==> src/rtl/mem_port_arbiter_pkg.sv <==
// ----------------------------------------------------------------------------
// mem_port_arbiter_pkg
//   Shared definitions for the memory port arbiter: FSM state encoding and
//   requester identifiers used by the top and by the priority sub-module.
// ----------------------------------------------------------------------------
package mem_port_arbiter_pkg;

    typedef enum logic [1:0] {
        ST_IDLE  = 2'd0,
        ST_ISSUE = 2'd1,
        ST_WAIT  = 2'd2,
        ST_RESP  = 2'd3
    } arbState_t;

    localparam logic REQ_IF = 1'b0;
    localparam logic REQ_D  = 1'b1;

endpackage

==> src/rtl/mem_arb_priority.sv <==
// ----------------------------------------------------------------------------
// mem_arb_priority
//   Combinational winner select between the fetch (IF) and data (D)
//   requesters, plus the saturating starvation counter that forces IF through
//   after STARVE_MAX consecutive D wins while IF was waiting.
// Ports
//   clk, rst      clock / asynchronous active-high reset
//   arbEn_i       high while the arbiter is able to take a decision (IDLE)
//   ifReq_i       fetch request
//   dReq_i        data request
//   winner_o      REQ_IF or REQ_D (meaningful only when anyReq_o is high)
//   anyReq_o      at least one request is pending
// ----------------------------------------------------------------------------
module mem_arb_priority
    import mem_port_arbiter_pkg::*;
#(
    parameter int STARVE_MAX = 3
) (
    input  logic clk,
    input  logic rst,
    input  logic arbEn_i,
    input  logic ifReq_i,
    input  logic dReq_i,
    output logic winner_o,
    output logic anyReq_o
);

    localparam int CW = $clog2(STARVE_MAX + 1);

    logic [CW-1:0] starveCnt_q;
    logic [CW-1:0] starveCnt_d;
    logic          starved;

    assign starved  = (starveCnt_q == CW'(STARVE_MAX));
    assign anyReq_o = ifReq_i | dReq_i;

    // D normally wins; IF gets through when alone or when it has been starved.
    always_comb begin
        winner_o = REQ_D;
        if (ifReq_i && (!dReq_i || starved)) begin
            winner_o = REQ_IF;
        end
    end

    // The counter only moves on an actual arbitration decision. A D win with
    // no IF waiting leaves it alone, so IF is not penalised for idling.
    always_comb begin
        starveCnt_d = starveCnt_q;
        if (arbEn_i && anyReq_o) begin
            if (winner_o == REQ_IF) begin
                starveCnt_d = '0;
            end else if (ifReq_i && !starved) begin
                starveCnt_d = starveCnt_q + CW'(1);
            end
        end
    end

    always_ff @(posedge clk or posedge rst) begin
        if (rst) begin
            starveCnt_q <= '0;
        end else begin
            starveCnt_q <= starveCnt_d;
        end
    end

endmodule

==> src/rtl/mem_port_arbiter.sv <==
// ----------------------------------------------------------------------------
// mem_port_arbiter
//   Shares one single-port SRAM between instruction fetch (read-only) and data
//   access (LW/SW). One transaction in flight; sequence IDLE -> ISSUE ->
//   (reads) WAIT x MEM_LAT -> RESP -> IDLE. All outputs are registered.
// Ports
//   clk, rst                      clock / asynchronous active-high reset
//   if_req, if_addr               fetch request, held until if_gnt
//   if_gnt, if_rvalid, if_rdata   fetch grant pulse, response pulse, data
//   d_req, d_we, d_addr, d_wdata  data request, held until d_gnt
//   d_gnt, d_rvalid, d_rdata      data grant pulse, read response pulse, data
//   mem_en, mem_we, mem_addr,
//   mem_wdata, mem_rdata          memory macro interface
//   busy                          high whenever the FSM is not IDLE
// ----------------------------------------------------------------------------
module mem_port_arbiter
    import mem_port_arbiter_pkg::*;
#(
    parameter int ADDR_W     = 8,
    parameter int DATA_W     = 32,
    parameter int MEM_LAT    = 2,
    parameter int STARVE_MAX = 3
) (
    input  logic              clk,
    input  logic              rst,
    input  logic              if_req,
    input  logic [ADDR_W-1:0] if_addr,
    output logic              if_gnt,
    output logic              if_rvalid,
    output logic [DATA_W-1:0] if_rdata,
    input  logic              d_req,
    input  logic              d_we,
    input  logic [ADDR_W-1:0] d_addr,
    input  logic [DATA_W-1:0] d_wdata,
    output logic              d_gnt,
    output logic              d_rvalid,
    output logic [DATA_W-1:0] d_rdata,
    output logic              mem_en,
    output logic              mem_we,
    output logic [ADDR_W-1:0] mem_addr,
    output logic [DATA_W-1:0] mem_wdata,
    input  logic [DATA_W-1:0] mem_rdata,
    output logic              busy
);

    localparam int LW = $clog2(MEM_LAT + 1);

    arbState_t         state_q,    state_d;
    logic [LW-1:0]     latCnt_q,   latCnt_d;
    logic              winner_q,   winner_d;
    logic              memEn_q,    memEn_d;
    logic              memWe_q,    memWe_d;
    logic [ADDR_W-1:0] memAddr_q,  memAddr_d;
    logic [DATA_W-1:0] memWdata_q, memWdata_d;
    logic              ifGnt_q,    ifGnt_d;
    logic              dGnt_q,     dGnt_d;
    logic              ifRvalid_q, ifRvalid_d;
    logic              dRvalid_q,  dRvalid_d;
    logic [DATA_W-1:0] ifRdata_q,  ifRdata_d;
    logic [DATA_W-1:0] dRdata_q,   dRdata_d;
    logic              busy_q,     busy_d;

    logic arbWinner;
    logic anyReq;
    logic arbEn;
    logic issueNow;
    logic capture;

    assign arbEn    = (state_q == ST_IDLE);
    assign issueNow = arbEn && anyReq;
    // mem_rdata is valid on the final WAIT cycle, when the countdown reaches 1.
    assign capture  = (state_q == ST_WAIT) && (latCnt_q == LW'(1));

    mem_arb_priority #(
        .STARVE_MAX (STARVE_MAX)
    ) u_priority (
        .clk      (clk),
        .rst      (rst),
        .arbEn_i  (arbEn),
        .ifReq_i  (if_req),
        .dReq_i   (d_req),
        .winner_o (arbWinner),
        .anyReq_o (anyReq)
    );

    // State register plus the registers that belong to the FSM itself.
    always_ff @(posedge clk or posedge rst) begin
        if (rst) begin
            state_q  <= ST_IDLE;
            latCnt_q <= '0;
            winner_q <= REQ_IF;
        end else begin
            state_q  <= state_d;
            latCnt_q <= latCnt_d;
            winner_q <= winner_d;
        end
    end

    // Next-state logic. Writes finish straight after ISSUE; reads count down
    // the memory latency before the response cycle.
    always_comb begin
        state_d  = state_q;
        latCnt_d = latCnt_q;
        winner_d = winner_q;
        case (state_q)
            ST_IDLE: begin
                if (anyReq) begin
                    state_d  = ST_ISSUE;
                    winner_d = arbWinner;
                end
            end
            ST_ISSUE: begin
                if (memWe_q) begin
                    state_d = ST_IDLE;
                end else begin
                    state_d  = ST_WAIT;
                    latCnt_d = LW'(MEM_LAT);
                end
            end
            ST_WAIT: begin
                latCnt_d = latCnt_q - LW'(1);
                if (latCnt_q == LW'(1)) begin
                    state_d = ST_RESP;
                end
            end
            ST_RESP: state_d = ST_IDLE;
            default: state_d = ST_IDLE;
        endcase
    end

    // Output logic. Values are computed one cycle early so that the output
    // registers line up with the state they belong to (ISSUE / RESP).
    always_comb begin
        memEn_d    = issueNow;
        memWe_d    = issueNow && (arbWinner == REQ_D) && d_we;
        memAddr_d  = memAddr_q;
        memWdata_d = memWdata_q;
        if (issueNow) begin
            memAddr_d = (arbWinner == REQ_D) ? d_addr : if_addr;
            if (arbWinner == REQ_D) begin
                memWdata_d = d_wdata;
            end
        end
        ifGnt_d    = issueNow && (arbWinner == REQ_IF);
        dGnt_d     = issueNow && (arbWinner == REQ_D);
        ifRvalid_d = capture && (winner_q == REQ_IF);
        dRvalid_d  = capture && (winner_q == REQ_D);
        ifRdata_d  = ifRvalid_d ? mem_rdata : ifRdata_q;
        dRdata_d   = dRvalid_d ? mem_rdata : dRdata_q;
        busy_d     = (state_d != ST_IDLE);
    end

    // Output registers; reset discards any in-flight access and its data.
    always_ff @(posedge clk or posedge rst) begin
        if (rst) begin
            memEn_q    <= 1'b0;
            memWe_q    <= 1'b0;
            memAddr_q  <= '0;
            memWdata_q <= '0;
            ifGnt_q    <= 1'b0;
            dGnt_q     <= 1'b0;
            ifRvalid_q <= 1'b0;
            dRvalid_q  <= 1'b0;
            ifRdata_q  <= '0;
            dRdata_q   <= '0;
            busy_q     <= 1'b0;
        end else begin
            memEn_q    <= memEn_d;
            memWe_q    <= memWe_d;
            memAddr_q  <= memAddr_d;
            memWdata_q <= memWdata_d;
            ifGnt_q    <= ifGnt_d;
            dGnt_q     <= dGnt_d;
            ifRvalid_q <= ifRvalid_d;
            dRvalid_q  <= dRvalid_d;
            ifRdata_q  <= ifRdata_d;
            dRdata_q   <= dRdata_d;
            busy_q     <= busy_d;
        end
    end

    assign mem_en    = memEn_q;
    assign mem_we    = memWe_q;
    assign mem_addr  = memAddr_q;
    assign mem_wdata = memWdata_q;
    assign if_gnt    = ifGnt_q;
    assign d_gnt     = dGnt_q;
    assign if_rvalid = ifRvalid_q;
    assign d_rvalid  = dRvalid_q;
    assign if_rdata  = ifRdata_q;
    assign d_rdata   = dRdata_q;
    assign busy      = busy_q;

endmodule

==> config.mk <==
export PLATFORM = sky130hd
export DESIGN_NAME = mem_port_arbiter
export DESIGN_NICKNAME = d
export VERILOG_FILES = /design/src/rtl/mem_port_arbiter_pkg.sv /design/src/rtl/mem_arb_priority.sv /design/src/rtl/mem_port_arbiter.sv
export SDC_FILE = /design/constraint.sdc
export NUM_CORES = 1
export LEC_CHECK = 0
export BUFFER_PORTS_ARGS = -buffer_cell sky130_fd_sc_hd__buf_2
export CAP_MARGIN = 10
export CORE_ASPECT_RATIO = 0.8
export CORE_MARGIN = 2
export CORE_UTILIZATION = 40
export CTS_BUF_LIST = sky130_fd_sc_hd__clkbuf_8
export CTS_CLUSTER_DIAMETER = 150
export CTS_CLUSTER_SIZE = 24
export DETAILED_ROUTE_END_ITERATION = 12
export PLACE_DENSITY = 0.66
export SLEW_MARGIN = 20
export SYNTH_ARGS = -nofsm -noshare
export SYNTH_HDL_FRONTEND = slang
export SYNTH_SLANG_ARGS = --single-unit
export TNS_END_PERCENT = 100
==> constraint.sdc <==
create_clock -name clk -period 9.15 [get_ports clk]
set_clock_uncertainty 0.1 [all_clocks]
set_input_delay 2.2875 -clock clk [delete_from_list [all_inputs] [get_ports clk]]
set_output_delay 2.2875 -clock clk [all_outputs]
set_load 0.02 [all_outputs]
**Word level (Yosys, flattened, before mapping)**

Cells that the tools add are included.

- Output and inout bits: 111
- Logic and storage cells: 56
- Flip-flop bits (word level): 118

- Multiplexer cells: 10
- Reductions and logical operators: 20
- Bitwise operators: 3
- Equal/unequal tests: 6
- Add/sub/neg operators: 2

Operators with widths:

| operator | number |
|---|---|
| 2-bit two-way mux | 6 |
| 1-bit logical AND | 9 |
| 8-bit two-way mux | 1 |
| 2-bit one-hot mux with 4 select lines | 1 |
| 2-bit AND reduction | 4 |
| 2-bit equality test, second input constant | 3 |
| 2-bit nonzero test | 3 |
| 2-bit by 1-bit equality test with 1-bit output, second input constant | 2 |
| 2-bit one-hot mux with 2 select lines | 1 |
| 2-bit by 1-bit adder with 2-bit output, second input constant | 1 |
| 1-bit logical NOT | 2 |
| 2-bit logical NOT | 1 |
| 2-bit != test, second input constant | 1 |
| 1-bit inverter | 2 |
| 2-bit by 1-bit subtractor with 2-bit output, second input constant | 1 |
| 1-bit logical OR | 1 |
| 1-bit two-way mux | 1 |
| 1-bit OR | 1 |

**Longest topological paths before layout**

Gate-level depths: netlist of run 1.

- Word-level depth: 6
- Mapped depth: 6
- Mapped depth without buffers: 5

**Cells and area by module**

Synthesis of run 1 repeated with hierarchy kept, for this count alone.

- Cell total of the unflattened synthesis: 286
- Area, all modules: 4767.1 um2

By module, submodules not included:

| module | sequential area each (um2) | area each (um2) | instances | cells an instance |
|---|---|---|---|---|
| mem_port_arbiter | 2902.8 | 4645.7 | 1 | 273 |
| mem_arb_priority | 50.0 | 121.4 | 1 | 13 |

**Worst setup path after synthesis of run 1**

No wires, ideal clock.

- Path type: in2reg
- Start: in d_req
- End: reg memWdata_q[10], in the netlist mem_wdata[10]
- Cell stages on the path: 5
- Required time: 8.925 ns
- Path buffers: 2
- Path slack: 5.705 ns
- Library setup time: 0.125 ns
- Arrival: 3.220 ns
- Cells stage by stage: a21boi_4 > and2_4 > buf_6 > buf_12 > mux2_4

- Word-level cells in the longest chain between the ends: 5

RTL lines:

| what | RTL line | text |
|---|---|---|
| start, declared | mem_port_arbiter.sv:31 | `input logic d_req,` |
| 1-bit logical NOT | mem_arb_priority.sv:40 | `if (ifReq_i && (!dReq_i \|\| starved)) begin` |
| 1-bit logical OR | mem_arb_priority.sv:40 |  |
| 1-bit logical AND | mem_arb_priority.sv:40 |  |
| 1-bit inverter (no source line) | -- |  |
| 2-bit AND reduction (no source line) (*) | -- |  |
| end signal, assigned | mem_port_arbiter.sv:171 | `memWdata_q <= memWdata_d;` |
| end, declared | mem_port_arbiter.sv:54 | `logic [DATA_W-1:0] memWdata_q, memWdata_d;` |

Every way passes the cells marked *; elsewhere a longest branch is shown, timed or not.
A chain may end at the register's enable or synchronous reset.

**Worst setup path after layout of run 1**

- Start: in if_req
- End: reg memWdata_q[29], in the netlist mem_wdata[29]

- Word-level cells in the longest chain between the ends: 3

RTL lines:

| what | RTL line | text |
|---|---|---|
| start, declared | mem_port_arbiter.sv:26 | `input logic if_req,` |
| 1-bit OR or 1-bit logical AND (tied branches) | mem_arb_priority.sv:35, mem_arb_priority.sv:40 |  |
| 1-bit logical AND or 1-bit inverter (tied branches) | -- |  |
| 2-bit AND reduction (no source line) (*) | -- |  |

Marked as above.

==> impl_metrics.json, run 1 <==
{
  "grt_pass1_vias": 3098,
  "place_ws_ns": 5.240,
  "startpoint": "if_req",
  "drv_slew": 0,
  "p_switching_mw": 0.9208,
  "period_share": 0.3807,
  "max-clock-path-buffers": 2,
  "syn_nets": 364,
  "peakVddDrop_uv": 174.5,
  "drt_wl_total_um": 9986,
  "sw_frac_of_total": 0.3735,
  "fmax_mhz": 287.1,
  "ys_types": 31,
  "p_int_mw": 1.545,
  "min_period_ns": 3.483,
  "antenna_cells": 0,
  "insertion_delay_ns": 0.42,
  "path_clk_slew_ns": 0.07,
  "area_growth_pct": 29.80,
  "path_cells": "buf_2 -> a21boi_4 -> and2_4 -> mux2_2",
  "cts_tree": "done",
  "placed_cells": 610,
  "mostFrequentLayoutCell": "buf_2",
  "place_area_um2": 5831,
  "reg2regPathDepth": 6,
  "finalHoldViolations": 0,
  "end_kind": "flop",
  "cpPeakStageDelay_ns": 0.60,
  "first_iter_violations": 123,
  "seq_power_share": 0.378,
  "crit_family": "simple AND/OR/NAND/NOR gates",
  "worst-path-buf-inv": 1,
  "rr_startpoint": "latCnt_q[1]$_DFFE_PP0P_",
  "htree_levels": 4,
  "first_pass_iters": 4,
  "worst_pin_slew_ns": 0.7307,
  "critPathMaxFanout": 34,
  "cts_buffers": 17,
  "die_w_um": 126.5,
  "fin_hold_ws_ns": 0.3894,
  "setup_tns_ns": 0,
  "port_buffers": 195,
  "rows": 35,
  "antenna_found_initial": 0,
  "final_cell_mix": "195 x buf_2, 118 x dfrtp_1, 62 x mux2_4",
  "die_y_um": 102.0,
  "setup_violations": 0,
  "core_area_um2": 11600,
  "critical_path_class": "input pin to flop",
  "synth_warnings": 0,
  "required_ns": 9.35,
  "postRouteAntennaNets": 0,
  "clockPowerShare": 0.181,
  "start_util": 0.4136,
  "hpwlAfterDp_um": 7002,
  "dieArea_um2": 12900,
  "postCtsSetupRepairBufs": 0,
  "cp_num_cells": 4,
  "cts_root_buffer": "clkbuf_8",
  "place_congestion": 0.7104,
  "status": "complete, no violations",
  "ys_ff_latch": 118,
  "fin_area_um2": 6230,
  "hp-class": "flop to flop",
  "drive_gt1_frac": 0.6755,
  "stdcell_count": 641,
  "maxCapViolCount": 0,
  "cts.repair.resized": 0,
  "max_slew_margin": 0.5129,
  "arrival_ns": 3.68,
  "drc": 0,
  "p_per_area_nw_per_um2": 395.8,
  "worstSetupStartpointType": "input pin",
  "yosysSeqAreaShare": 0.6152,
  "grt_max_degree": 62,
  "fin_nets": 569,
  "vias_per_cell": 4.676,
  "grt_usage": 0.1552,
  "io_pins": 196,
  "fillers": 990,
  "cp-endpoint": "mem_wdata[29]$_DFFE_PP0P_",
  "dr_total_vias": 2997,
  "slowest_stage": "and2_4",
  "p_comb_frac": 0.441,
  "cts_hold_repair.buffers": 0,
  "r2r-end": "if_rdata[23]$_DFFE_PP0P_",
  "overflow": 0,
  "wl_per_cell_um": 15.58,
  "synth_area_um2": 4800,
  "reg2reg_setup_slack_ns": 6.94,
  "syn_area_per_cell_um2": 17.33,
  "leakagePower_nw": 3.240,
  "syn_inst": 277,
  "worst_slack_ns": 5.667,
  "clock_sinks": 118,
  "grt_pass1_wl_um": 15530,
  "rsz0062_at_grt": "false"
}
[cell families after synthesis]
group | Yosys count | share of synthesized area
AOI/OAI and AO/OA | 16 | 0.02894
xor gates and xnor gates | 1 | 0.001825
adders and majority gates | 2 | 0.005213
buffers and inverters | 17 | 0.03467
DFF | 118 | 0.6152
muxes | 96 | 0.2737
and+or+nand+nor | 27 | 0.04041
[Yosys cell counts]
cell / instances / area share
nand3_1: 1 / 0.0010
nand3_4: 1 / 0.0037
xnor2_1: 1 / 0.0018
clkbuf_1: 1 / 0.00078
dfrtp_1: 118 / 0.62
a21oi_1: 1 / 0.0010
nor2b_1: 1 / 0.0013
a221o_1: 8 / 0.017
mux2_2: 34 / 0.080
nor2b_4: 1 / 0.0029
buf_12: 3 / 0.013
mux2_4: 62 / 0.19
or2_2: 1 / 0.0013
a21o_1: 1 / 0.0016
nand2b_1: 1 / 0.0013
nor2_4: 2 / 0.0047
nand3b_1: 1 / 0.0016
nor2_1: 1 / 0.00078
nand2_1: 4 / 0.0031
nor2_2: 1 / 0.0013
o21ai_0: 4 / 0.0042
and2_4: 1 / 0.0018
a21boi_4: 1 / 0.0039
a22oi_1: 1 / 0.0016
nor3b_1: 1 / 0.0016
inv_1: 5 / 0.0039
buf_2: 1 / 0.0010
or3b_4: 1 / 0.0023
and3_1: 9 / 0.012
ha_1: 2 / 0.0052
buf_6: 7 / 0.016
[tightest hold or removal path, stage by stage (launching register included)]
cell     delay [ns]
dfrtp_1        0.35
nand2_1        0.05
o21ai_0        0.06
[power by group through the flow]
stage                     Sequential [mW]  Clock [mW]  Combinational [mW]
after global routing                0.964       0.485                1.16
after global placement              0.926           0                1.08
final                               0.931       0.447                1.09
after detailed placement            0.933           0                1.10
after floorplan                      1.23           0               0.468
after CTS                           0.933       0.458                1.10
[worst min path at each step]
stage | from | endpoint | slack [ns] | depth (start not counted)
floorplan | u_priority.starveCnt_q[1]$_DFFE_PP0P_ | u_priority.starveCnt_q[1]$_DFFE_PP0P_ | 0.35 | 2
global placement | u_priority.starveCnt_q[1]$_DFFE_PP0P_ | u_priority.starveCnt_q[1]$_DFFE_PP0P_ | 0.37 | 2
detailed placement | u_priority.starveCnt_q[1]$_DFFE_PP0P_ | u_priority.starveCnt_q[1]$_DFFE_PP0P_ | 0.38 | 2
CTS | u_priority.starveCnt_q[1]$_DFFE_PP0P_ | u_priority.starveCnt_q[1]$_DFFE_PP0P_ | 0.39 | 2
global route | u_priority.starveCnt_q[1]$_DFFE_PP0P_ | u_priority.starveCnt_q[1]$_DFFE_PP0P_ | 0.42 | 2
finish | u_priority.starveCnt_q[1]$_DFFE_PP0P_ | u_priority.starveCnt_q[1]$_DFFE_PP0P_ | 0.39 | 2
[metrics by stage]
stage / power, mW / utilization
2_1_floorplan: 1.695 / -
3_3_place_gp: 2.004 / 0.5024
3_5_place_dp: 2.032 / 0.5024
4_1_cts: 2.490 / 0.5344
5_1_grt: 2.605 / 0.5368
6_report: 2.466 / 0.5368
[flip-flops by register name, indices dropped and copies added, names as in the netlist]
register and flops:
mem_addr 8, if_rdata 32, mem_wdata 32, busy 1, d_gnt 1, state_q 2
mem_en 1, winner_q 1, latCnt_q 2, if_rvalid 1, if_gnt 1, d_rdata 32
mem_we 1, d_rvalid 1, u_priority.starveCnt_q 2
[cell type report]
cell class                 count  area (µm²)  share of cell area
clock inverter                11       110.1             0.01767
sequential                   118        2953              0.4740
timing repair buffer         198        1018              0.1635
multi-input combinational    142        1680              0.2697
tap                          148       185.2             0.02972
inverter                       5       21.27            0.003414
clock buffer                  19       261.5             0.04198
[metal layers]
layer / vias to the layer above / GRT usage / share of wire
met5: - / 0 / 0
met4: 0 / 0.04227 / 0.011
met3: 10 / 0.06702 / 0.082
met2: 133 / 0.2349 / 0.45
met1: 1469 / 0.2065 / 0.46
li1: 1385 / - / -
Power figures use the tool's default switching activity.
==> run 2: changes to the inputs <==
- PLACE_DENSITY: 0.66 -> 0.69
- clock period: 9.15 -> 2.9 ns (I/O delays scaled with it)
==> run 2 against run 1 <==
Compared with the run above: wire length increased by 0.31%; register-to-register slack got worse by 6.2 ns; design area increased by 1.0%; count of clock-buffer cells in the layout increased by 1; core utilization increased by 0.54 points; sequential share of layout area decreased by 0.47 points; flip-flop and latch count unchanged; global-route usage increased by 0.51 points; worst hold slack got worse by 0.022 ns; clock power increased to 3.4 times the previous value; critical path type is now flop to flop; highest routed layer unchanged.
==> impl_metrics.json, run 2 (same netlist as run 1, synthesis figures left out) <==
{
  "status": "complete, no violations",
  "p_per_area_nw_per_um2": 1255,
  "rsz0062_at_grt": "false",
  "seq_power_share": 0.371,
  "drv_slew": 0,
  "maxCapViolCount": 0,
  "cts_buffers": 17,
  "grt_pass1_wl_um": 16100,
  "end_kind": "flop",
  "rr_startpoint": "u_priority.starveCnt_q[0]$_DFFE_PP0P_",
  "wl_per_cell_um": 15.58,
  "max-clock-path-buffers": 2,
  "drt_wl_total_um": 10020,
  "setup_tns_ns": 0,
  "worstSetupStartpointType": "flop",
  "peakVddDrop_uv": 611.0,
  "rows": 35,
  "dr_total_vias": 3042,
  "max_slew_margin": 0.5278,
  "grt_max_degree": 119,
  "setup_violations": 0,
  "required_ns": 3.10,
  "finish.utilization": 0.5422,
  "io_pins": 196,
  "cts_hold_repair.buffers": 0,
  "port_buffers": 195,
  "clockPowerShare": 0.193,
  "startpoint": "u_priority.starveCnt_q[0]$_DFFE_PP0P_",
  "core_area_um2": 11600,
  "place_congestion": 0.7649,
  "antenna_cells": 0,
  "htree_levels": 4,
  "first_iter_violations": 115,
  "clock_sinks": 118,
  "mostFrequentLayoutCell": "buf_2",
  "finalHoldViolations": 0,
  "period_share": 0.7322,
  "path_clk_slew_ns": 0.07,
  "critical_path_class": "flop to flop",
  "sw_frac_of_total": 0.3665,
  "vias_per_cell": 4.731,
  "min_period_ns": 2.124,
  "die_w_um": 126.5,
  "grt_usage": 0.1603,
  "insertion_delay_ns": 0.42,
  "hpwlAfterDp_um": 6876,
  "grt_pass1_vias": 3164,
  "drive_gt1_frac": 0.6747,
  "postRouteAntennaNets": 0,
  "cts_tree": "done",
  "dieArea_um2": 12900,
  "arrival_ns": 2.33,
  "p_int_mw": 5.002,
  "drc": 0,
  "antenna_found_initial": 0,
  "fin_nets": 570,
  "cts_root_buffer": "clkbuf_8",
  "start_util": 0.4136,
  "fmax_mhz": 470.9,
  "final_cell_mix": "195 x buf_2, 118 x dfrtp_1, 62 x mux2_4",
  "first_pass_iters": 4,
  "leakagePower_nw": 3.260,
  "hp-class": "input pin to async pin",
  "p_comb_frac": 0.436,
  "critPathMaxFanout": 19,
  "cts.repair.resized": 0,
  "postCtsSetupRepairBufs": 0,
  "p_switching_mw": 2.894,
  "die_y_um": 102.0,
  "overflow": 0,
  "worst_pin_slew_ns": 0.7083,
  "area_growth_pct": 31.10
}
## run 2: worst max-delay path, stage by stage, from the launching register on
cell	delay, ns
dfrtp_1	0.40
ha_1	0.26
a21boi_4	0.27
and2_4	0.39
buf_12	0.23
mux2_2	0.34
## run 2: metal layers
metal / share of wire / track usage
met1: 0.45 / 0.2127
met2: 0.46 / 0.2456
met3: 0.076 / 0.05393
met4: 0.012 / 0.06340
met5: 0 / 0
## run 2: final cells by class
type,instances,area (µm²)
timing repair buffer,199,1044
fill,978,5313
tap,148,185.2
multi-input combinational,142,1680
sequential,118,2953
clock inverter,11,132.6
inverter,5,22.52
clock buffer,20,275.3
## run 2: power groups by stage
| stage | registers (mW) | logic (mW) | clock network [mW] |
|---|---|---|---|
| 6_report | 2.93 | 3.45 | 1.52 |
| 5_1_grt | 3.04 | 3.68 | 1.65 |
| 4_1_cts | 2.94 | 3.49 | 1.57 |
| 3_5_place_dp | 2.94 | 3.49 | 0 |
| 3_3_place_gp | 2.91 | 3.43 | 0 |
| 2_1_floorplan | 3.87 | 1.48 | 0 |
## run 2: stage by stage
stage / area [µm²] / cells / worst slack [ns] / hold slack [ns] / power (mW)
after floorplan: 4803 / 277 / 0.6336 / 0.3527 / 5.348
after global placement: 5884 / 612 / 0.6398 / 0.3699 / 6.341
after detailed placement: 5884 / 612 / 0.5852 / 0.3882 / 6.427
after CTS: 6292 / 643 / 0.7503 / 0.3954 / 8.003
after global routing: 6292 / 643 / 0.6926 / 0.3960 / 8.366
final: 6292 / 643 / 0.7765 / 0.3677 / 7.896
## run 2: worst paths after layout
path | endpoint | slack [ns] | depth (start not counted)
setup / recovery | mem_wdata[30]$_DFFE_PP0P_ | 0.78 | 5
hold / removal | mem_wdata[19]$_DFFE_PP0P_ | 0.37 | 3
setup reg to reg | mem_wdata[30]$_DFFE_PP0P_ | 0.78 | 5
hold reg to reg | if_rdata[16]$_DFFE_PP0P_ | 0.40 | 1
max in group asynchronous | d_rdata[1]$_DFFE_PP0P_ | 1.86 | 3
min in group clk | if_rdata[16]$_DFFE_PP0P_ | 0.40 | 1
